File: config.mk
export PLATFORM = sky130hd
export DESIGN_NAME = seg_monitor_flat
export DESIGN_NICKNAME = d
export VERILOG_FILES = /design/src/rtl/seg_monitor_if.sv /design/src/rtl/seg_monitor.sv /design/src/flat_wrapper.sv
export SDC_FILE = /design/constraint.sdc
export NUM_CORES = 1
export LEC_CHECK = 0
export BUFFER_PORTS_ARGS = -buffer_cell sky130_fd_sc_hd__buf_2
export CAP_MARGIN = 20
export CORE_ASPECT_RATIO = 1.2
export CORE_UTILIZATION = 40
export DETAILED_ROUTE_END_ITERATION = 10
export PLACE_DENSITY = 0.61
export SLEW_MARGIN = 20
export SYNTH_ARGS = -nofsm -noshare
export SYNTH_HDL_FRONTEND = slang
export SYNTH_SLANG_ARGS = --single-unit
File: constraint.sdc
create_clock -name CLK -period 2.52 [get_ports CLK]
set_clock_uncertainty 0.05 [all_clocks]
set_input_delay 0.756 -clock CLK [delete_from_list [all_inputs] [get_ports CLK]]
set_output_delay 0.756 -clock CLK [all_outputs]
set_load 0.02 [all_outputs]
File: src/rtl/seg_monitor_if.sv
// Segment monitor bus: sampled segment input, clear, and monitor results.
// master drives iSeg/iClr and observes results; slave is the monitor.
interface seg_monitor_if;
  logic [6:0] iSeg;
  logic       iClr;
  logic [3:0] oDigit;
  logic       oValid;
  logic       oIllegal;
  logic       oSeqErr;
  logic       oLocked;
  logic [7:0] oErrCnt;

  modport master (
    output iSeg, iClr,
    input  oDigit, oValid, oIllegal,
    input  oSeqErr, oLocked, oErrCnt
  );

  modport slave (
    input  iSeg, iClr,
    output oDigit, oValid, oIllegal,
    output oSeqErr, oLocked, oErrCnt
  );
endinterface

File: src/rtl/seg_monitor.sv
// 7-segment receive monitor: sync + deglitch an active-low segment bus,
// decode to a digit, check a modulo-MOD up-count, report errors and lock.
// Ports: CLK, RST_n (async low), bus (slave): iSeg, iClr in; oDigit,
// oValid, oIllegal, oSeqErr, oLocked, oErrCnt out.
module seg_monitor #(
  parameter int STABLE_CYCLES = 4,
  parameter int MOD           = 8
) (
  input logic          CLK,
  input logic          RST_n,
  seg_monitor_if.slave bus
);

  localparam int RW = $clog2(STABLE_CYCLES + 1);
  localparam logic [RW-1:0] RUN_MAX = RW'(STABLE_CYCLES);
  localparam logic [3:0]    DIG_TOP = 4'(MOD - 1);

  typedef enum logic {IDLE, TRACK} state_t;

  logic [6:0]    r_s1;
  logic [6:0]    r_s2;
  logic [6:0]    r_last;
  logic [RW-1:0] r_run;
  state_t        r_state;
  logic [3:0]    r_digit;
  logic          r_valid;
  logic          r_illegal;
  logic          r_seqerr;
  logic [7:0]    r_errcnt;

  logic       w_acc;
  logic       w_blank;
  logic       w_legal;
  logic [3:0] w_dig;
  logic [3:0] w_exp;
  logic [7:0] w_errinc;

  // Run length of the current s2 value; restarts at 1 when s2 changes.
  always_ff @(posedge CLK or negedge RST_n) begin
    if (!RST_n) begin
      r_s1  <= 7'h7F;
      r_s2  <= 7'h7F;
      r_run <= '0;
    end else begin
      r_s1 <= bus.iSeg;
      r_s2 <= r_s1;
      if (r_s1 != r_s2)
        r_run <= RW'(1);
      else if (r_run != RUN_MAX)
        r_run <= r_run + RW'(1);
    end
  end

  always_comb begin
    w_legal = 1'b1;
    w_dig   = 4'd0;
    case (r_s2)
      7'h40:   w_dig = 4'd0;
      7'h79:   w_dig = 4'd1;
      7'h24:   w_dig = 4'd2;
      7'h30:   w_dig = 4'd3;
      7'h19:   w_dig = 4'd4;
      7'h12:   w_dig = 4'd5;
      7'h02:   w_dig = 4'd6;
      7'h78:   w_dig = 4'd7;
      7'h00:   w_dig = 4'd8;
      7'h10:   w_dig = 4'd9;
      default: w_legal = 1'b0;
    endcase
  end

  assign w_acc    = (r_run == RUN_MAX) && (r_s2 != r_last);
  assign w_blank  = (r_s2 == 7'h7F);
  assign w_exp    = (r_digit == DIG_TOP) ? 4'd0 : r_digit + 4'd1;
  assign w_errinc = (r_errcnt == 8'hFF) ? r_errcnt : r_errcnt + 8'd1;

  always_ff @(posedge CLK or negedge RST_n) begin
    if (!RST_n) begin
      r_state   <= IDLE;
      r_last    <= 7'h7F;
      r_digit   <= 4'd0;
      r_valid   <= 1'b0;
      r_illegal <= 1'b0;
      r_seqerr  <= 1'b0;
      r_errcnt  <= 8'd0;
    end else begin
      r_valid   <= 1'b0;
      r_illegal <= 1'b0;
      r_seqerr  <= 1'b0;
      if (bus.iClr) begin
        r_state  <= IDLE;
        r_errcnt <= 8'd0;
        // Swallow a coincident accept so it is not reported later.
        if (w_acc)
          r_last <= r_s2;
      end else if (w_acc) begin
        r_last <= r_s2;
        if (!w_blank) begin
          if (!w_legal) begin
            r_illegal <= 1'b1;
            r_errcnt  <= w_errinc;
            r_state   <= IDLE;
          end else begin
            r_valid <= 1'b1;
            r_digit <= w_dig;
            r_state <= TRACK;
            if (r_state == TRACK && w_dig != w_exp) begin
              r_seqerr <= 1'b1;
              r_errcnt <= w_errinc;
            end
          end
        end
      end
    end
  end

  assign bus.oDigit   = r_digit;
  assign bus.oValid   = r_valid;
  assign bus.oIllegal = r_illegal;
  assign bus.oSeqErr  = r_seqerr;
  assign bus.oLocked  = (r_state == TRACK);
  assign bus.oErrCnt  = r_errcnt;

endmodule
File: src/flat_wrapper.sv
// flat-port wrapper written by rule: the top's interface ports become plain ports
module seg_monitor_flat 
#(
  parameter int STABLE_CYCLES = 4,
  parameter int MOD           = 8
)
  (CLK, RST_n, bus_iSeg, bus_iClr, bus_oDigit, bus_oValid, bus_oIllegal, bus_oSeqErr, bus_oLocked, bus_oErrCnt);
  seg_monitor_if bus_i ();
  input logic CLK;
  input logic RST_n;
  input wire logic [$bits(bus_i.iSeg)-1:0] bus_iSeg;
  input wire logic [$bits(bus_i.iClr)-1:0] bus_iClr;
  output wire logic [$bits(bus_i.oDigit)-1:0] bus_oDigit;
  output wire logic [$bits(bus_i.oValid)-1:0] bus_oValid;
  output wire logic [$bits(bus_i.oIllegal)-1:0] bus_oIllegal;
  output wire logic [$bits(bus_i.oSeqErr)-1:0] bus_oSeqErr;
  output wire logic [$bits(bus_i.oLocked)-1:0] bus_oLocked;
  output wire logic [$bits(bus_i.oErrCnt)-1:0] bus_oErrCnt;
  assign bus_i.iSeg = bus_iSeg;
  assign bus_i.iClr = bus_iClr;
  assign bus_oDigit = bus_i.oDigit;
  assign bus_oValid = bus_i.oValid;
  assign bus_oIllegal = bus_i.oIllegal;
  assign bus_oSeqErr = bus_i.oSeqErr;
  assign bus_oLocked = bus_i.oLocked;
  assign bus_oErrCnt = bus_i.oErrCnt;
  seg_monitor #(.STABLE_CYCLES(STABLE_CYCLES), .MOD(MOD)) u_core (.CLK(CLK), .RST_n(RST_n), .bus(bus_i));
endmodule
* Word-level counts from Yosys, hierarchy flattened
Cells that the tools add are included.
** Word-level totals
- Register bits :: 40
- Input port bits :: 10
- Output and inout bits :: 16
- Word-level logic and storage cells :: 70
** Cells by class
- $add $sub $neg :: 3
- Equal/unequal tests :: 19
- Mux-type cells :: 27
- Bitwise logic cells :: 2
- Reductions and logical operators :: 9
** Operators with widths (count)
- 8-bit 2-to-1 mux :: 6
- 4-bit case mux with 9 select lines :: 1
- 7-bit equality test (second input constant) :: 4
- 7-bit by 5-bit equality test with 1-bit output (second input constant) :: 3
- 1-bit 2-to-1 mux :: 17
- 7-bit by 6-bit equality test with 1-bit output (second input constant) :: 2
- 7-bit inequality test :: 2
- 10-bit OR reduction :: 1
- 8-bit by 1-bit adder with 8-bit output (second input constant) :: 1
- 8-bit equality test (second input constant) :: 1
- 7-bit by 2-bit equality test with 1-bit output (second input constant) :: 1
- 7-bit logical NOT :: 1
- 3-bit 2-to-1 mux :: 2
- 3-bit inequality test (second input constant) :: 2
- 4-bit by 1-bit adder with 4-bit output (second input constant) :: 1
- 4-bit by 3-bit equality test with 1-bit output (second input constant) :: 1
- 4-bit 2-to-1 mux :: 1
- 4-bit inequality test :: 1
- 4-bit AND reduction :: 1
- 2-bit nonzero test :: 2
- 3-bit by 1-bit adder with 3-bit output (second input constant) :: 1
- 3-bit equality test (second input constant) :: 1
- 3-bit AND reduction :: 1
- 1-bit logical AND :: 2
- other kinds (3) :: 4

* Depth between registers and ports, before layout
Gate-level depths: netlist of the first run.
- Depth after elaboration :: 9
- Gate-level depth with buffers :: 10

* Worst setup path before layout of the first run
OpenSTA, ideal clock, no wires.
- Kind :: register -> register
- Start point :: reg u_core.r_s2[6]
- End point :: reg u_core.r_errcnt[6] (netlist: u_core.bus.oErrCnt[6])
- Library setup time :: 125 ps
- Arrival time :: 2182 ps
- Data required time :: 2345 ps
- Slack :: 163 ps
- Stages on the path, launching flop included :: 10
- Period minus slack after synthesis :: 2357 ps
- Cell sequence :: dfstp_2 clkbuf_4 nor3b_1 o21ai_2 and2_4 o311ai_4 a221o_1 buf_6 nor4_4 mux2_4
** On the way
- Cells in the longest elaborated chain, start to end :: 7
- Elaborated cells on any way between the ends :: 26
** Ends and longest elaborated chain
- from (decl) :: line seg_monitor.sv:21 : logic [6:0] r_s2;
- from (signal assigned) :: line seg_monitor.sv:46 : r_s2 <= r_s1;
- parallel branches: the longest is 7 deep, another holds 4-bit case mux with 9 select lines
- to (signal assigned) :: line seg_monitor.sv:101 : r_errcnt <= w_errinc;
- to (signal assigned) :: line seg_monitor.sv:109 : r_errcnt <= w_errinc;
- to (decl) :: line seg_monitor.sv:29 : logic [7:0] r_errcnt;
Parallel ways; which one is timed is not known. The select of a mux whose other input is x is not followed.
A chain may end at the register's enable or synchronous reset.

* Worst setup path in the final report of the first run
- Start point :: reg u_core.r_s2[0]
- End point :: reg u_core.r_errcnt[7] (netlist: u_core.bus.oErrCnt[7])
Same word-level chain as after synthesis.

==> results of run 1 <==
## cells in the final DEF (no fill, tap or decap), types with 5 or more instances in the layout
cell type,Yosys,layout
mux2_2,8,8
xor2_1,9,9
buf_2,3,25
nor2b_1,5,5
inv_1,6,6
nand3_1,8,8
nand2_1,9,9
clkbuf_8,0,7
dfstp_2,21,21
mux2_4,5,5
dfrtp_1,19,19
buf_4,2,18
nor2_1,15,15
xnor2_1,11,11
## flip-flops by register name (all words and copies together), names as in the netlist, 3 cells and up
| name | flops |
|---|---|
| u_core.r_s1 | 7 |
| u_core.bus.oErrCnt | 8 |
| u_core.r_last | 7 |
| u_core.bus.oDigit | 4 |
| u_core.r_run | 3 |
| u_core.r_s2 | 7 |
## final timing paths
kind | slack, ps | cells after the start | endpoint
setup / recovery | 50 | 8 | u_core.bus.oErrCnt[7]
hold / removal | 320 | 0 | u_core.r_s2[1]
setup reg to reg | 50 | 8 | u_core.bus.oErrCnt[7]
hold reg to reg | 320 | 0 | u_core.r_s2[1]
max in group asynchronous | 1380 | 2 | u_core.r_s2[3]
min in group asynchronous | 350 | 1 | u_core.bus.oErrCnt[5]
## metal layers
layer / GRT usage [%] / part of all wire (%)
met3: 4.005 / 2.8
met1: 17.17 / 46
met2: 24.85 / 51
met4: 3.673 / 0.41
met5: 0 / 0
## area by class of cell
| type | count | area share (%) |
|---|---|---|
| multi-input combinational | 131 | 40.80 |
| sequential | 40 | 39.13 |
| timing repair buffer | 47 | 11.63 |
| clock buffer | 8 | 4.623 |
| tap | 62 | 2.955 |
| inverter | 6 | 0.8580 |
## timing repair
item	in CTS	in global routing
pin swaps	1	6
endpoints found under the hold margin	0	0
buffers inserted	0	4
setup endpoints to repair	1	8
cloned	0	0
gates resized for setup	1	12
## stage by stage
step / cell area, µm² / cells
3_3_place_gp: 2422 / 282
2_1_floorplan: 2171 / 188
6_report: 2625 / 294
4_1_cts: 2545 / 290
5_1_grt: 2625 / 294
3_5_place_dp: 2422 / 282
## power by group
group | leakage [nW] | switching (mW) | internal [mW] | total (mW)
Combinational | 0.639 | 0.0462 | 0.0441 | 0.0903
Sequential | 0.480 | 0.0171 | 0.664 | 0.681
Clock | 0.0627 | 0.231 | 0.310 | 0.541
Total | 1.18 | 0.295 | 1.02 | 1.31
## kinds of logic after synthesis
family	count (synthesis)	synth area share, %
AOI/OAI and AO/OA	21	7.839
xor gates and xnor gates	20	8.069
adders and majority gates	4	2.306
buffers and inverters	17	5.014
DFF	40	47.32
muxes	15	8.588
and+or+nand+nor	71	20.86
## worst register-to-register path, stage by stage (launching register included)
cell and delay (ps):
dfstp_2 570, and3b_2 210, o21ai_2 140, and2_4 170, o311ai_4 90, a221o_2 500
buf_6 160, nor3_4 180, mux2_4 310
==> results.txt, run 1 <==
- Outcome: finished, final reports clean
- The HPWL after detailed placement is around 2.7 mm.
- Power density over the cells: around 500 mW/mm²
* Die Span Y: around 83 µm
- In the routed design, unresolved DRC markers number 0.
* DIE WIDTH: between 60 and 70 µm
- CTS placed an instance of clkbuf_8 at the clock tree root.
- In the final layout, the share of cells above drive strength 1 is a little under half.
* Inserted Clock Buffers: 5
- Clock tree from TritonCTS: done
- Tracing the worst setup path back leads to its startpoint at u_core.r_s2[0].
- The region available for standard cell placement spans around 0.0053 mm².
- The synthesized netlist occupies a cell area of ~0.0022 mm².
* Path type of the worst setup path: reg2reg
- Total negative slack for setup checks: 0 ps
- Top area cells in the synthesized netlist: dfstp_2 (25%), dfrtp_1 (22%), xnor2_1 (4.4%)
- Of all flip-flops after synthesis, the portion carrying an async set or reset was 100.0%.
- The commonest cells after synthesis are dfstp_2 (21), dfrtp_1 (19), nor2_1 (15).
* Global route total overflow: 0
* Largest area contributor in the synthesized netlist: dfstp_2
- Synthesis produced a netlist whose cell count is 188.
- In the final layout, the multi-input gates occupy about 0.0011 mm².
- The design draws about 1.3 mW.
* Max-Cap Viols: 0
- Die Outline Area: 0.005727 mm²
* Average vias per placed instance: about 5.1
* Antenna viol nets, final: 0
- Predominant post-synthesis flop cell: dfstp_2
- Crit-path cells: and3b_2, o21ai_2, and2_4, o311ai_4, a221o_2, buf_6, nor3_4, mux2_4
* Level count of the clock H-tree: 2
* Area growth, synth to finish: 20.92%
- Worst path setup slack after routing: ~52 ps
* Overall Global Routing Usage: about 14%
- The count of buffers added on input and output ports is 25.
* Data required time of the worst path: about 2700 ps
- For this run, the share of the core covered by cells in the final layout is 49.89%.
- After synthesis, the netlist uses 55 different library cells.
* Tightest slew margin relative to the limit: a little over two thirds
* Initial DRC Count: between 50 and 60
- In this run, synthesis produced a sequential element count of 40.
* Highest-delay cell along the critical path: dfstp_2
* Final routed wire length divided by cell count: around 13 µm
- After filler insertion, the fill cell instance count of the layout stands at 482.
* Static Leak: between 1 and 1.5 nW
* Area share of the leading cell type in the synthesized netlist: approximately a quarter
* Kind of capture point of the worst setup path: flip-flop
- STA classifies the critical path startpoint as a flip-flop.
* Avg Inst Size Synth: about 12 µm²
* Worst hold path type: reg2reg
- Entering global routing, the biggest net connects 22 pins.
* Slew @ Worst Pin: about 450 ps
- Setup repair after global routing could not meet its margin everywhere.
* Total inserted antenna cells: 0
- Crit path max fanout: 6
- Number of iterations in the first detailed-routing pass: 4
- The first global-routing pass estimated 6.334 mm of wire.
- Initial Utilization: around 41%
- Number of global-route vias before repair: approximately 1400
* Peak VDD IR: between 300 and 400 µV
* Worst endpoint data arrival time: ~2600 ps
- Clock-pin slew was measured on the worst setup and hold paths at around 80 ps.
- Hold_buf cts: 0
* Total routed wirelength: between 3 and 4 mm
* Sequential-to-total area share from yosys stat: 47.32%
* Clock sink count: 40
- Pin placement for this block handled 26 I/O pins.
* Mapped Nets: ~200
* Largest incremental delay on the critical path: between 500 and 600 ps
- Final hold violation count: 0
* Period minus WS final: roughly 2500 ps
* Max-slew violation count: 0
- For this block, the via count after detailed routing is ~1500.
- Critical path buffers and inverters: 1
- Launch point of the worst reg-to-reg path: u_core.r_s2[0]
- Final cycle utilization of the critical path: roughly 98%
- Startpoint of the most critical hold path: u_core.r_s1[1]
* Weighted congestion reported at the end of routability-driven placement: roughly 0.80
- The sequential cells in the finished layout cover a total of slightly above 0.001 mm².
- The initial antenna violation count is 0.
- Post-synth EDFFs: 0
- Setup slack after placement: -11.39 ps
* Largest delay contributor family on the critical path: compound AO/OA/AOI/OAI gates
- Worst-case hold slack: between 300 and 400 ps
- Clock insertion delay at the later pin of the skew report: between 200 and 300 ps
- Number of nets in the layout: approximately 250
- In this run the deepest clock path goes through 2 buffers.
- Most frequent cell after synthesis: dfstp_2
- Endpoints failing setup: 0
- YS warnings: 0
* Cell Rows: 29
- Based on the critical path, the design can be clocked at up to between 0.4 and 0.5 GHz.
(Power assumes the default switching activity.)
==> inputs of run 2 (changes only) <==
--- a/config.mk
+++ b/config.mk
@@ -9,6 +9,7 @@
 export CAP_MARGIN = 20
 export CORE_ASPECT_RATIO = 1.2
 export CORE_UTILIZATION = 40
+export CTS_BUF_LIST = sky130_fd_sc_hd__clkbuf_2 sky130_fd_sc_hd__clkbuf_4 sky130_fd_sc_hd__clkbuf_8
 export DETAILED_ROUTE_END_ITERATION = 10
 export PLACE_DENSITY = 0.61
 export SLEW_MARGIN = 20
==> results.txt, run 2 (same netlist as run 1, synthesis figures left out) <==
- Outcome: finished, final reports clean (unchanged).
- The type of the worst setup path is reg2reg (unchanged).
- The first-pass GRT wire length is 6.334 mm (unchanged).
- Largest delay contributor family on the critical path: compound AO/OA/AOI/OAI gates (unchanged)
- Final core utilization: 49.99% (was 49.89%)
- The shortest clock period the worst path allows after layout is 2466 ps (was 2468 ps).
- Total inserted antenna cells: 0 (unchanged)
* Max Clock Freq: 0.4055 GHz (was 0.4052 GHz)
* Post-route standard cell area excluding fillers: 0.002630 mm² (was 0.002625 mm²)
- The fraction of power spent switching nets is 21.72% (was 22.45%).
* Io pins: 26 (unchanged)
- Slew @ Worst Pin: 454.8 ps (unchanged)
* Internal power consumption: 1.058 mW (was 1.018 mW)
- The max-capacitance violation count was 0 (unchanged).
- Total negative slack for setup checks: 0 ps (unchanged)
- The number of iterations in the first detailed-routing pass is 4 (unchanged).
- The estimated wirelength of the detail-placed design came to 2.740 mm (unchanged).
* Weighted congestion reported at the end of routability-driven placement: 0.7990 (unchanged)
* Fraction of power consumed by combinational cells: 6.7% (was 6.9%)
* Cell area after placement: 0.002422 mm² (unchanged)
* Area growth, synth to finish: 21.15% (was 20.92%)
* Global route total overflow: 0 (unchanged)
* Final hold violation count: 0 (unchanged)
- Sequential share of power: 50.4% (was 51.9%)
- Initial Utilization: 41.26% (unchanged)
- Highest-delay cell along the critical path: dfstp_2 (unchanged)
- Antenna viol nets, final: 0 (unchanged)
- Crit path max fanout: 6 (unchanged)
- The most frequent standard cell in the layout excluding fill and tap cells was buf_2 (unchanged).
- The number of global-route vias before repair came to 1376 (unchanged).
- The ratio of cells with drive above 1 in the final layout is 47.84% (unchanged).
- Worst endpoint data arrival time: 2600 ps (about the same)
- The via density per instance came to 5.133 (unchanged).
* CTS clock-pin slew for the worst setup and hold paths: 80 ps (about the same)
* Peak VDD IR: 360.7 µV (was 359.7 µV)
* Inserted Clock Buffers: 5 (unchanged)
- The number of port buffers is 25 (unchanged).
* Worst hold path type: reg2reg (unchanged)
- Leading cell types in the layout, fill and taps excluded: buf_2 (25), dfstp_2 (21), dfrtp_1 (19), buf_4 (18), nor2_1 (15) (unchanged)
* Total routed wirelength: 3.890 mm (was 3.891 mm)
- Setup repair after global routing missed its margin: yes (unchanged)
* Tightest slew margin relative to the limit: 69.68% (unchanged)
- Final cycle utilization of the critical path: 97.86% (was 97.93%)
* Post-route total power: 1.351 mW (was 1.313 mW)
- Worst-case hold slack: 320.2 ps (was 318.8 ps)
- Clock insertion delay at the later pin of the skew report: 290 ps (about the same)
- The maximum number of pins on one net before global-route repair was 22 (unchanged).
* Clock sink count: 40 (unchanged)
- Number of antenna violations at the first check in global routing: 0 (unchanged)
- The endpoint required time on the critical path is 2660 ps (about the same).
* Initial DRC Count: 56 (unchanged)
* CTS root buf: clkbuf_8 (unchanged)
- Via count: 1509 (unchanged)
* Level count of the clock H-tree: 2 (unchanged)
- Startpoint class of the critical path: flip-flop (unchanged)
- Static Leak: 1.183 nW (was 1.181 nW)
- The number of endpoints failing setup at the final stage was 0 (unchanged).
* Overall Global Routing Usage: 14.15% (unchanged)
- The number of flip-flops in the largest register was 8 (unchanged).
* Crit-path cells: and3b_2, o21ai_2, and2_4, o311ai_4, a221o_2, buf_6, nor3_4, mux2_4 (unchanged)
* Critical path buffers and inverters: 1 (unchanged)
- Total core area: 0.005261 mm² (unchanged)
- Max-slew violation count: 0 (unchanged)
- The number of buffers added to fix hold violations after cts came to 0 (unchanged).
- The number of buffers between clock root and the deepest sink is 2 (unchanged).
- DRC violation count after routing: 0 (unchanged)
- The net switching power of the design is 0.2935 mW (was 0.2947 mW).
- The power density relative to cell area is 513.7 mW/mm² (was 500.0 mW/mm²).
* Clock tree from TritonCTS: done (unchanged)
- Die Span Y: 82.70 µm (unchanged)
- The horizontal die dimension is 69.25 µm (unchanged).
- The row count was 29 (unchanged).
* Largest incremental delay on the critical path: 570 ps (about the same)
- The number of inserted filler cells in the final layout came to 481 (was 482).
* Die Outline Area: 0.005727 mm² (unchanged)
- The endpoint type of the worst setup path was a flip-flop (unchanged).
- The total number of nets in the final design is 245 (unchanged).
* Final routed wire length divided by cell count: 13.23 µm (about the same)
* Clk network pwr share: 42.9% (was 41.2%)
==> run 2: cell types whose count changed in the layout (fill, tap and decap cells not counted) <==
cell,change
bufinv_16,+1
clkbuf_16,-1
==> run 2: final timing paths <==
check | startpoint | endpoint | slack, ps | cells after the start
min in group asynchronous | RST_n | u_core.bus.oErrCnt[5] | 350 | 1
worst max-delay path | u_core.r_s2[0] | u_core.bus.oErrCnt[7] | 50 | 8
worst max register to register | u_core.r_s2[0] | u_core.bus.oErrCnt[7] | 50 | 8
max in group asynchronous | RST_n | u_core.r_s2[3] | 1380 | 2
worst min-delay path | u_core.r_s1[1] | u_core.r_s2[1] | 320 | 0
worst min register to register | u_core.r_s1[1] | u_core.r_s2[1] | 320 | 0
==> run 2: what timing repair did <==
item	4_1_cts	5_1_grt
cloned	0	0
endpoints found under the setup margin	1	8
buffers inserted	0	4
pin swaps	1	6
resized for setup	1	12
==> run 2: final cells by class <==
class | instances | area, µm² | share of cell area [%]
sequential | 40 | 1027 | 39.06
multi-input combinational | 131 | 1071 | 40.72
clock buffer | 7 | 96.34 | 3.663
inverter | 6 | 22.52 | 0.8563
tap | 62 | 77.57 | 2.950
clock inverter | 1 | 30.03 | 1.142
timing repair buffer | 47 | 305.3 | 11.61
==> run 2: through the flow <==
| stage | std cells | worst slack [ps] |
|---|---|---|
| 2_1_floorplan | 188 | 162.6 |
| 3_3_place_gp | 282 | 35.95 |
| 3_5_place_dp | 282 | -11.39 |
| 4_1_cts | 290 | 20.82 |
| 5_1_grt | 294 | -36.07 |
| 6_report | 294 | 53.86 |
==> run 2: power by group through the flow <==
stage                     sequential [mW]  clock, mW  combinational (mW)
after global routing                0.684      0.616               0.102
final                               0.681      0.580              0.0903
after global placement              0.692          0              0.0863
after floorplan                     0.680          0              0.0590
after CTS                           0.681      0.592              0.0875
after detailed placement            0.692          0              0.0872
==> run 2: layer usage <==
| metal | vias up | track usage, % | share of wire [%] |
|---|---|---|---|
| li1 | 746 | - | - |
| met1 | 731 | 17.17 | 46 |
| met2 | 30 | 24.85 | 51 |
| met3 | 2 | 4.005 | 2.8 |
| met4 | 0 | 3.673 | 0.41 |
| met5 | - | 0 | 0 |
==> inputs of run 3 (changes only) <==
==> constraint.sdc (replaced) <==
create_clock -name CLK -period 2.52 [get_ports CLK]
set_clock_uncertainty 0.05 [all_clocks]
set_input_delay 0.126 -clock CLK [delete_from_list [all_inputs] [get_ports CLK]]
set_output_delay 0.126 -clock CLK [all_outputs]
set_load 0.02 [all_outputs]
==> results.txt, run 3 (same netlist as run 1, synthesis figures left out) <==
- Final cycle utilization of the critical path: 97.36% (was 97.86%)
- The depth of the most critical reg-to-reg path came to 8 (unchanged).
- The first-pass GRT wire length is 6.555 mm (was 6.334 mm).
- The overall power consumption was 1.294 mW (was 1.351 mW).
- The number of nets still failing antenna checks after routing is 0 (unchanged).
- Cell area after placement: 0.002415 mm² (was 0.002422 mm²)
- DIE WIDTH: 69.25 µm (unchanged)
* Period minus WS final: 2453 ps (was 2466 ps)
- Deepest clock path buffer count: 2 (unchanged)
- The worst hold path startpoint was bus_iClr (was u_core.r_s1[1]).
* Global route total overflow: 0 (unchanged)
- Peak VDD IR: 351.9 µV (was 360.7 µV)
* Total core area: 0.005261 mm² (unchanged)
- The detailed-routing wirelength on met1 is 1.733 mm (was 1.796 mm).
- Launch point of the worst reg-to-reg path: u_core.r_s2[0] (unchanged)
* Data required time of the worst path: 2650 ps (was 2660 ps)
- The via density per instance was 5.010 (was 5.133).
- Max Clock Freq: 0.4076 GHz (was 0.4055 GHz)
- Leading cell type in the layout, fill and taps excluded: buf_2 (unchanged)
- Slew @ Worst Pin: 856.5 ps (was 454.8 ps)
- The initial antenna violation count is 0 (unchanged).
* Kind of capture point of the worst setup path: flip-flop (unchanged)
- The worst hold slack after final layout was 124.9 ps (was 320.2 ps).
* Post-route standard cell area excluding fillers: 0.002641 mm² (was 0.002630 mm²)
* Clock insertion delay at the later pin of the skew report: 280 ps (was 290 ps)
- Max-slew violation count: 0 (unchanged)
- The power density relative to cell area came to 489.8 mW/mm² (was 513.7 mW/mm²).
- Area growth, synth to finish: 21.67% (was 21.15%)
* Setup repair after global routing missed its margin: yes (unchanged)
* Total routed wirelength: 3.809 mm (was 3.890 mm)
- The met3 wire length is 89 µm (was 108 µm).
- Combined flip-flop and latch cell area: 0.001027 mm² (unchanged)
- The vertical extent of the die is 82.70 µm (unchanged).
* Port-buffer cells: 25 (unchanged)
* Die Outline Area: 0.005727 mm² (unchanged)
* Via count: 1498 (was 1509)
- The overall fraction of global-route tracks in use is 14.62% (was 14.15%).
* Clock sink count: 40 (unchanged)
* Final HPWL from detailed placement: 2.648 mm (was 2.740 mm)
- Outcome: finished, final reports clean (unchanged).
* Worst reg2reg setup slack: 70 ps (was 50 ps)
- Final hold violation count: 0 (unchanged)
- The leakage dissipation is 1.184 nW (was 1.183 nW).
- The data arrival at the endpoint of the critical path came to 2580 ps (was 2600 ps).
- The multi-input gate area in the final layout was 0.001051 mm² (was 0.001071 mm²).
- The worst-case headroom to the max-slew limit is 42.90% (was 69.68%).
* Hold Crit Depth: 2 (was 0)
* Io pins: 26 (unchanged)
- Final routed wire length divided by cell count: 12.74 µm (was 13.23 µm)
- The max-capacitance violation count is 0 (unchanged).
- Clock tree from TritonCTS: done (unchanged)
* Worst Hold Endpoint: u_core.bus.oErrCnt[0] (was u_core.r_s2[1])
- The total number of nets in the final design came to 250 (was 245).
* Cell Rows: 29 (unchanged)
- The antenna diode count was 0 (unchanged).
- Initial DRC Count: 43 (was 56)
- The fraction of the core area covered by cells at the end of the flow is 50.20% (was 49.99%).
* CTS clock-pin slew for the worst setup and hold paths: 80 ps (about the same)
- Initial Utilization: 41.26% (unchanged)
- The critical path startpoint category was a flip-flop (unchanged).
* Crit path max fanout: 7 (was 6)
* Number of global-route vias before repair: 1440 (was 1376)
- Path type of the worst setup path: reg2reg (unchanged)
- The ratio of cells with drive above 1 in the final layout came to 44.73% (was 47.84%).
- Number of filler cells placed in the layout: 485 (was 481)
- Inserted Clock Buffers: 5 (unchanged)
- CTS root buf: clkbuf_8 (unchanged)
- Maximum number of pins on one net before global-route repair: 41 (was 22)
- The highest metal layer used by the detailed router is met4 (unchanged).
- Endpoints failing setup: 0 (unchanged)
* Max FFs per register: 8 (unchanged)
- DRC violation count after routing: 0 (unchanged)
- The path class of the lowest-slack min-delay path is in2reg (was reg2reg).
- The post-placement setup slack was 19.26 ps (was -11.39 ps).
* Weighted congestion reported at the end of routability-driven placement: 0.7873 (was 0.7990)
* Wire length on met2: 1.966 mm (was 1.969 mm)
* Leading cell types in the layout, fill and taps excluded: buf_2 (25), dfstp_2 (21), dfrtp_1 (19), buf_4 (18), nor2_1 (15) (unchanged)
- The slack of the critical path came to 66.53 ps (was 53.86 ps).
* Capture point of the worst reg-to-reg path: u_core.bus.oErrCnt[3] (was u_core.bus.oErrCnt[7])
* Number of iterations in the first detailed-routing pass: 4 (unchanged)
* Level count of the clock H-tree: 2 (unchanged)
run 3: cell types whose count changed in the layout (fill, tap and decap cells not counted), sizes merged:
cell,delta
buf,-3
clkbuf,-1
clkinv,+1
dlygate4sd3,+8
run 3: repair_timing:
action	in CTS	in global routing
setup buffers	0	2
hold buffers	8	0
pin swaps	0	5
setup endpoints to repair	5	4
hold endpoints to repair	26	0
resized for setup	2	4
run 3: how the worst max path moves through the flow:
stage | from | to | slack, ps | depth (start not counted)
global placement | u_core.r_s2[6] | u_core.bus.oErrCnt[2] | 30 | 7
finish | u_core.r_s2[0] | u_core.bus.oErrCnt[3] | 70 | 8
detailed placement | u_core.r_s2[6] | u_core.bus.oErrCnt[2] | 20 | 7
floorplan | u_core.r_s2[6] | u_core.bus.oErrCnt[6] | 160 | 9
CTS | u_core.r_s2[0] | u_core.bus.oErrCnt[0] | 20 | 8
global route | u_core.r_s2[0] | u_core.bus.oErrCnt[3] | -20 | 8
run 3: stage by stage:
step / cells / setup TNS (ps)
6_report: 299 / 0
5_1_grt: 299 / -41.61
4_1_cts: 297 / 0
3_5_place_dp: 281 / 0
3_3_place_gp: 281 / 0
2_1_floorplan: 188 / 0
run 3: per-layer routing:
| layer | GRT usage (%) | vias to the layer above |
|---|---|---|
| met5 | 0 | - |
| met4 | 6.122 | 0 |
| met3 | 2.670 | 2 |
| met2 | 26.21 | 26 |
| met1 | 17.39 | 718 |
| li1 | - | 752 |
run 3: cell type report:
cell class / count / area share, %
Sequential cell: 40 / 38.89
Clock buffer: 6 / 2.890
Inverter: 6 / 0.8527
Timing Repair Buffer: 52 / 13.31
Clock inverter: 2 / 1.326
Tap cell: 62 / 2.937
Multi-Input combinational cell: 131 / 39.79
run 3: critical path, stage by stage, from the launching register on:
cell	delay (ps)
dfstp_2	570
and3b_2	220
o21ai_2	140
and2_4	170
o311ai_4	80
a221o_2	460
buf_4	180
nor3b_4	170
mux2_4	310
run 3: where the power goes:
group / switching, mW / internal, mW / leakage, nW
sequential: 0.0168 / 0.664 / 0.480
clock: 0.212 / 0.305 / 0.0586
combinational: 0.0470 / 0.0489 / 0.646
